<file path="config.mk">
export PLATFORM = sky130hd
export DESIGN_NAME = fb_arbiter
export DESIGN_NICKNAME = d
export VERILOG_FILES = /design/src/rtl/fb_arbiter.sv
export SDC_FILE = /design/constraint.sdc
export NUM_CORES = 1
export LEC_CHECK = 0
export ABC_AREA = 1
export ABC_CLOCK_PERIOD_IN_PS = 3200
export CAP_MARGIN = 20
export CORE_MARGIN = 4
export CORE_UTILIZATION = 40
export DETAILED_ROUTE_END_ITERATION = 8
export PLACE_DENSITY = 0.74
export SETUP_SLACK_MARGIN = 0.15
export SYNTH_ARGS = -nofsm -noshare
export SYNTH_HDL_FRONTEND = slang
export SYNTH_SLANG_ARGS = --single-unit
</file>
<file path="constraint.sdc">
create_clock -name CLOCK_50 -period 3.2 [get_ports CLOCK_50]
set_input_delay 0.64 -clock CLOCK_50 [delete_from_list [all_inputs] [get_ports CLOCK_50]]
set_output_delay 0.64 -clock CLOCK_50 [all_outputs]
set_load 0.02 [all_outputs]
</file>
<file path="src/rtl/fb_arbiter.sv">
// Single-port framebuffer RAM arbiter: scanout reads win, then the clear engine,
// then a small posted-write FIFO. RAM has a registered address (one-cycle read latency).
module fb_arbiter #(
    parameter int ADDR_W     = 19,
    parameter int DATA_W     = 4,
    parameter int NUM_WORDS  = 307200,
    parameter int FIFO_DEPTH = 4
) (
    input  logic              CLOCK_50,
    input  logic              RESET,
    input  logic              scan_req,
    input  logic [ADDR_W-1:0] scan_addr,
    output logic              scan_valid,
    output logic [DATA_W-1:0] scan_data,
    input  logic              wr_valid,
    output logic              wr_ready,
    input  logic [ADDR_W-1:0] wr_addr,
    input  logic [DATA_W-1:0] wr_data,
    input  logic              fill_start,
    input  logic [DATA_W-1:0] fill_color,
    output logic              fill_busy,
    output logic              fill_done,
    output logic [ADDR_W-1:0] mem_addr,
    output logic [DATA_W-1:0] mem_data,
    output logic              mem_wren,
    output logic              mem_rden,
    input  logic [DATA_W-1:0] mem_q
);

    localparam int PTR_W = (FIFO_DEPTH > 1) ? $clog2(FIFO_DEPTH) : 1;
    localparam logic [ADDR_W:0]   LIMIT     = (ADDR_W+1)'(NUM_WORDS);
    localparam logic [ADDR_W-1:0] LAST_ADDR = ADDR_W'(NUM_WORDS - 1);
    localparam logic [PTR_W-1:0]  LAST_PTR  = PTR_W'(FIFO_DEPTH - 1);
    localparam logic [PTR_W:0]    FULL_CNT  = (PTR_W+1)'(FIFO_DEPTH);

    typedef enum logic {S_IDLE, S_FILL} state_t;

    state_t            state_q;
    logic [ADDR_W-1:0] cnt_q;
    logic [DATA_W-1:0] color_q;
    logic              fill_done_q;
    logic              scan_valid_q;
    logic              scan_ok_q;

    logic [ADDR_W-1:0] fifo_addr_q [FIFO_DEPTH];
    logic [DATA_W-1:0] fifo_data_q [FIFO_DEPTH];
    logic [PTR_W-1:0]  rd_ptr_q, rd_ptr_d;
    logic [PTR_W-1:0]  wr_ptr_q, wr_ptr_d;
    logic [PTR_W:0]    count_q, count_d;

    logic fifo_empty, fifo_full;
    logic push, pop, fill_wr;
    logic scan_in_range, head_in_range;
    logic [ADDR_W-1:0] head_addr;
    logic [DATA_W-1:0] head_data;

    assign fifo_empty    = (count_q == '0);
    assign fifo_full     = (count_q == FULL_CNT);
    assign wr_ready      = !RESET && !fifo_full;
    assign push          = wr_valid && wr_ready;
    assign head_addr     = fifo_addr_q[rd_ptr_q];
    assign head_data     = fifo_data_q[rd_ptr_q];
    assign scan_in_range = ({1'b0, scan_addr} < LIMIT);
    assign head_in_range = ({1'b0, head_addr} < LIMIT);

    assign scan_valid = scan_valid_q;
    assign scan_data  = scan_ok_q ? mem_q : '0;
    assign fill_busy  = (state_q == S_FILL);
    assign fill_done  = fill_done_q;

    // Port grant: scanout, then clear engine, then FIFO head.
    always_comb begin
        mem_addr = '0;
        mem_data = '0;
        mem_wren = 1'b0;
        mem_rden = 1'b0;
        pop      = 1'b0;
        fill_wr  = 1'b0;
        if (!RESET) begin
            if (scan_req) begin
                mem_addr = scan_addr;
                mem_rden = scan_in_range;
            end else if (state_q == S_FILL) begin
                mem_addr = cnt_q;
                mem_data = color_q;
                mem_wren = 1'b1;
                fill_wr  = 1'b1;
            end else if (!fifo_empty) begin
                pop      = 1'b1;
                mem_addr = head_addr;
                mem_data = head_data;
                mem_wren = head_in_range;
            end
        end
    end

    always_comb begin
        rd_ptr_d = rd_ptr_q;
        wr_ptr_d = wr_ptr_q;
        count_d  = count_q;
        if (pop)
            rd_ptr_d = (rd_ptr_q == LAST_PTR) ? '0 : rd_ptr_q + 1'b1;
        if (push)
            wr_ptr_d = (wr_ptr_q == LAST_PTR) ? '0 : wr_ptr_q + 1'b1;
        if (push && !pop)
            count_d = count_q + 1'b1;
        else if (pop && !push)
            count_d = count_q - 1'b1;
    end

    always_ff @(posedge CLOCK_50) begin
        if (push) begin
            fifo_addr_q[wr_ptr_q] <= wr_addr;
            fifo_data_q[wr_ptr_q] <= wr_data;
        end
    end

    always_ff @(posedge CLOCK_50) begin
        if (RESET) begin
            state_q      <= S_IDLE;
            cnt_q        <= '0;
            color_q      <= '0;
            fill_done_q  <= 1'b0;
            scan_valid_q <= 1'b0;
            scan_ok_q    <= 1'b0;
            rd_ptr_q     <= '0;
            wr_ptr_q     <= '0;
            count_q      <= '0;
        end else begin
            scan_valid_q <= scan_req;
            scan_ok_q    <= scan_req && scan_in_range;
            fill_done_q  <= 1'b0;
            rd_ptr_q     <= rd_ptr_d;
            wr_ptr_q     <= wr_ptr_d;
            count_q      <= count_d;
            case (state_q)
                S_IDLE: begin
                    if (fill_start) begin
                        state_q <= S_FILL;
                        cnt_q   <= '0;
                        color_q <= fill_color;
                    end
                end
                S_FILL: begin
                    // Scan cycles stall the counter; it wraps to 0 on the last word.
                    if (fill_wr) begin
                        if (cnt_q == LAST_ADDR) begin
                            state_q     <= S_IDLE;
                            cnt_q       <= '0;
                            fill_done_q <= 1'b1;
                        end else begin
                            cnt_q <= cnt_q + 1'b1;
                        end
                    end
                end
                default: state_q <= S_IDLE;
            endcase
        end
    end

endmodule

</file>
## Word-level counts from Yosys, hierarchy flattened

Memories as Yosys holds them, arrays and structs flattened. A register that Yosys moved wholly into a read port is not among the register bits.
Cells that the tools add are included.
Widths: inputs -> output; s select.

| storage, ports and cells | value |
|---|---|
| word-level logic and storage cells | 81 |
| memory bits (writable) | 92 |
| output and inout port bits | 33 |
| input port bits | 55 |
| flip-flop bits (word level) | 34 |
| memories kept | 2 |

| operators by class | value |
|---|---|
| bitwise operators | 2 |
| mux-type cells | 41 |
| equal/unequal tests | 6 |
| $add $sub $neg | 5 |
| $lt $le $gt $ge | 2 |
| reductions and logical operators | 14 |

Memory list:

| memory | depth | width | rd ports | clocked after memory_dff | wr ports | RTL line | text |
|---|---|---|---|---|---|---|---|
| fifo_addr_q | 4 | 19 | 1 | 1 | 1 | 45 | `logic [ADDR_W-1:0] fifo_addr_q [FIFO_DEPTH];` |
| fifo_data_q | 4 | 4 | 1 | 1 | 1 | 46 | `logic [DATA_W-1:0] fifo_data_q [FIFO_DEPTH];` |

Operators by type and width:

| operator | number |
|---|---|
| $mux 19 | 7 |
| $lt 19x19->1 const B | 2 |
| $pmux 19 s2 | 1 |
| $mux 4 | 5 |
| $add 19x1->19 const B | 1 |
| $eq 19x19->1 const B | 1 |
| $mux 1 | 19 |
| $mux 2 | 6 |
| $mux 3 | 2 |
| $logic_and 1x1->1 | 5 |
| $add 2x1->2 const B | 2 |
| $eq 2x2->1 const B | 2 |
| $logic_not 1->1 | 4 |
| $reduce_and 2->1 | 2 |
| $add 3x1->3 const B | 1 |
| $eq 3x3->1 const B | 1 |
| $logic_not 3->1 | 1 |
| $reduce_or 3->1 | 1 |
| $sub 3x1->3 const B | 1 |
| $ne 2x1->1 const B | 1 |
| $ne 2x2->1 const B | 1 |
| $not 1->1 | 2 |
| $pmux 1 s2 | 1 |
| $reduce_bool 2->1 | 1 |

## Longest topological paths before layout

| logic depth | value |
|---|---|
| word-level depth | 8 |
| gate-level depth with buffers | 11 |
| mapped depth without buffers | 11 |

## Worst setup path after synthesis

Ideal clock, no wire load.

| timing | value |
|---|---|
| path kind | input port to flip-flop |
| start point | input port RESET |
| end point | memory fifo_addr_q[0][0], enable pin |
| stages | 4 |
| data required time | 2.797 ns |
| arrival | 2.467 ns |
| setup time | 0.403 ns |
| setup slack | 0.330 ns |
| path buffers | 1 |
| path through | buf_6 > a21oi_1 > nand2_1 > nor2_1 |

| on the way | value |
|---|---|
| longest elaborated chain between the ends | 5 |

Ends and longest elaborated chain:

| what | RTL line | text |
|---|---|---|
| start, declared | 10 | `input logic RESET,` |
| $logic_not 1->1 | - |  |
| $logic_and 1x1->1 | 59 | `assign wr_ready = !RESET && !fifo_full;` |
| net wr_ready | 16 | `output logic wr_ready,` |
| $logic_and 1x1->1 | 60 | `assign push = wr_valid && wr_ready;` |
| $mux 1 | 112 | `if (push) begin` |
| $mux 1 (not written as such) | 113 | `fifo_addr_q[wr_ptr_q] <= wr_addr;` |
| end, declared | 45 |  |

The timed path passes the listed nets, and every way through them passes these cells.

## Final worst setup path

| timing | value |
|---|---|
| start point | input port scan_req |
| end point | output port mem_addr[17] |

| on the way | value |
|---|---|
| longest elaborated chain between the ends | 2 |

Ends and longest elaborated chain:

| what | RTL line | text |
|---|---|---|
| start, declared | 11 | `input logic scan_req,` |
| $mux 19 | 80 | `if (scan_req) begin` |
| $mux 19 | 79 | `if (!RESET) begin` |
| end, declared | 23 | `output logic [ADDR_W-1:0] mem_addr,` |

No other way between the ends.

==> flow_summary.toml <==
[status]
outcome = "finished, final reports clean"

[synthesis]
synth_cell_type_count = 39
yosys.area_share.simple_pct = 20.25
largest_family_of_logic_cells_by_synthesized_area = "simple AND/OR/NAND/NOR gates"
syn-num-nets = 696
synth_compound_gate_area_share_pct = 13.01
synth.area.mux_share_pct = 0
synth.yosys.warnings = 0
synth_enable_flop_cells = 92
ys_seq_elements = 128
syn_inst = 633
share_of_synthesized_flip_flops_with_an_asynchronous_set_or_reset_pct = 0
post_synth.cell_area_avg_um2 = 9.450
parity_gate_share_of_the_synthesized_area_counting_xor_and_xnor_cells_pct = 0.7321
synth_area_um2 = 5982
postSynth.topFlopCell = "edfxtp_1"
yosysSeqAreaShare_pct = 58.23
synthAdderAreaFrac_pct = 1.799

[route]
detailedRoute.firstIterationViolations = 352
drt_pass1_iterations = 5
drc_errors = 0
dr_vias = 4875
postRouteAntennaNets = 0
drt_wl_total_um = 15040
drt-wirelength-per-cell_um = 16.07
route.detailed.vias_per_inst = 5.208

[layout]
post_route_cells_drive_above_1_share_pct = 13.30
area_occupied_by_multi_input_gates_um2 = 2153
finalNetCount = 802
utilization_pct = 53.85
ant_diodes = 0
fill_cells = 1227
final-seq-area_um2 = 3483
area_delta_synth_final_pct = 31.33

[power_and_ir_drop]
p_sw_mw = 1.058
post-layout-total-power_mw = 4.407
power_density_nw_per_um2 = 561.0
share_clk_of_total_power_pct = 45.7
leakage_nw = 3.191
power.ir.vdd_worst_mv = 0.3651
switching_share_pct = 24.00
intPower_mw = 3.350
seq_power_share_pct = 42.3
combinationalPowerShare_pct = 12.0

[setup_path]
path_cells = "clkdlybuf4s50_1, buf_4, buf_4, a21oi_1, a21oi_1, clkdlybuf4s50_1"
crit_arrival_ps = 2380
critical_path.slowest_cell = "clkdlybuf4s50_1"
crit_family = "buffers and inverters"
cp.buffers_inverters = 4
type_of_destination_of_the_critical_path = "primary output"
worstPathMaxFanout = 14
rrSetupSlack_ps = 850
worstSetupStartpointType = "input port"
r2r-start = "count_q[0]"
timing.critical_path.required_ps = 2560
slowest_delay_ps = 630
reg_to_reg_end = "count_q[2]"
worstSetupPathType = "in2out"
r2r.worst_path.cells = 11

[sta]
final.setup.tns_ps = 0
finalSetupViolations = 0
final_hold_viol_count = 0
worst_max_slew_pin_slew_ps = 394.8
slew_headroom_pct = 73.58
setup_repair_after_global_routing_missed_its_margin = "no"
final_min_period_over_clock_period_pct = 94.27
final_period_demand_of_the_worst_path_ps = 3017
fmax_mhz = 331.5
report.final.slew_viol_count = 0
final.hold.worst_slack_ps = 485.2
final.setup_skew_ps = 6.289

[min_path]
timing.hold.worst.start = "count_q[2]"
min_delay_worst_endpoint = "count_q[2]"
worstHoldPathType = "reg2reg"
timing.hold.worst_path_depth = 2

[placed_design]
gpl.final_weighted_congestion = 0.9573
buffer_ports.inserted = 87
dpl_wire_length_um = 10560

[clock_network]
root_buffer = "clkbuf_16"
holdBufCountCts = 0
cts_num_sinks = 128
cts.clk_slew.worst_paths_ps = 60
cts_max_level = 4
cts.path.max_buffers = 2
numCtsBuffers = 17
clock_latency_ps = 420
cts_tree = "yes"

[grt]
first_global_vias = 4616
grt_pass1_wl_um = 23270
grt.met1_usage_pct = 21.73
grt-busiest-layer = "met2"
grt_max_degree = 31
groute.layer.met3.usage_pct = 5.772
gr-usage-met2_pct = 30.42
groute.usage.overall_pct = 18.03
global_route.overflow_total = 0
antenna_found_initial = 0

[floorplanning]
die_y_um = 130.3
initial_core_util_pct = 41.00
io_pins = 88
core_um2 = 14590
die_width_um = 130.3
rows = 44
die-area_um2 = 16980

[run]
number_of_max_capacitance_violations_reported = 0
==> cells in the final DEF (no fill, tap or decap), types with 5 or more instances in the layout <==
cell type        instances
nand2_1                135
edfxtp_1                92
nor2_1                  67
clkdlybuf4s50_1         63
o21ai_0                 62
a21oi_1                 53
inv_1                   43
dfxtp_1                 36
nand3_1                 29
buf_4                   23
dlymetal6s2s_1          21
clkbuf_16               17
nor2_2                  13
o22ai_1                 13
ha_1                     7
inv_2                    5
==> power by group through the flow <==
stage	Combinational, mW	Clock, mW	Sequential [mW]
after floorplan	0.281	0	1.90
after global placement	0.515	0	1.90
after detailed placement	0.524	0	1.90
after CTS	0.527	2.04	1.86
after global routing	0.577	2.11	1.87
final	0.528	2.01	1.87
==> through the flow <==
step	cell area, µm²	setup slack, ps	cells
after global routing	7856	151.7	936
after CTS	7785	82.88	934
after detailed placement	7121	108.7	899
after floorplan	5982	330.3	633
final	7856	183.3	936
after global placement	7121	101.7	899
==> cell usage after synthesis, types with 3 or more instances <==
cell type    n  area, µm²
o21ai_0     62      310.3
nand2_2      4      25.02
nand2_1    135      506.7
nor2_2       8      50.05
a21oi_2      4      35.03
nand2_4      3      33.78
nor3_1       3      15.01
nand4_1      4      25.02
nor2_4       4      45.04
dfxtp_1     36      720.7
clkbuf_1     9      33.78
buf_2       11      55.05
inv_1       45      168.9
buf_4        4      30.03
inv_2        5      18.77
nor3_2       3      30.03
a21oi_1     53      265.3
xor2_1       4      35.03
nand3_1     29      145.1
edfxtp_1    92       2763
nor2_1      72      270.3
a32o_1       4      40.04
o22ai_1     13      81.33
ha_1         7      87.58
==> per-layer routing <==
metal	share of wire (%)	wire length (µm)	vias up
met3	7.1	1064	21
met2	49	7392	157
met5	0	0	-
met1	42	6307	2313
li1	-	-	2384
met4	1.8	273	0
==> how the worst max path moves through the flow <==
stage | startpoint | endpoint | cells past startpoint
finish | scan_req | mem_addr[17] | 6
global route | flip-flop | mem_addr[17] | 8
CTS | flip-flop | mem_addr[6] | 7
detailed placement | RESET | mem_addr[6] | 6
global placement | RESET | mem_addr[6] | 6
floorplan | RESET | fifo_addr_q[0][0] | 4
==> cell type report <==
type,count,area share (%)
repair buffers,115,15.00
clock inverters,15,2.437
flip-flops and latches,128,44.34
well taps,184,2.930
clock buffers,17,5.415
inverters,50,2.469
multi-input cells,427,27.41
==> sequential cells by signal, indices dropped and copies added (netlist names), named ones only <==
name / cells
count_q: 3
fill_busy: 1
cnt_q: 19
fifo_data_q: 16
fill_done: 1
scan_ok_q: 1
rd_ptr_q: 2
fifo_addr_q: 76
scan_valid: 1
color_q: 4
wr_ptr_q: 2
==> cells by family (layout without fill, tap and decap cells) <==
family / after synthesis / in the layout
AO/OA/AOI/OAI: 142 / 142
XOR/XNOR: 5 / 5
adder cells (fa/ha/maj): 8 / 8
buffers and inverters: 78 / 197
flip-flops: 128 / 128
AND/OR/NAND/NOR: 272 / 272
==> tightest hold or removal path, cell delays in order (launching register included) <==
cell,delay (ps)
dfxtp_1,320
inv_1,60
a21oi_1,60
==> repair_timing <==
item	4_1_cts	5_1_grt
setup endpoints to repair	22	22
pin swaps	0	1
setup buffers	3	2
gates resized for setup	8	23
No activity file was read; power rests on OpenSTA's default activity.
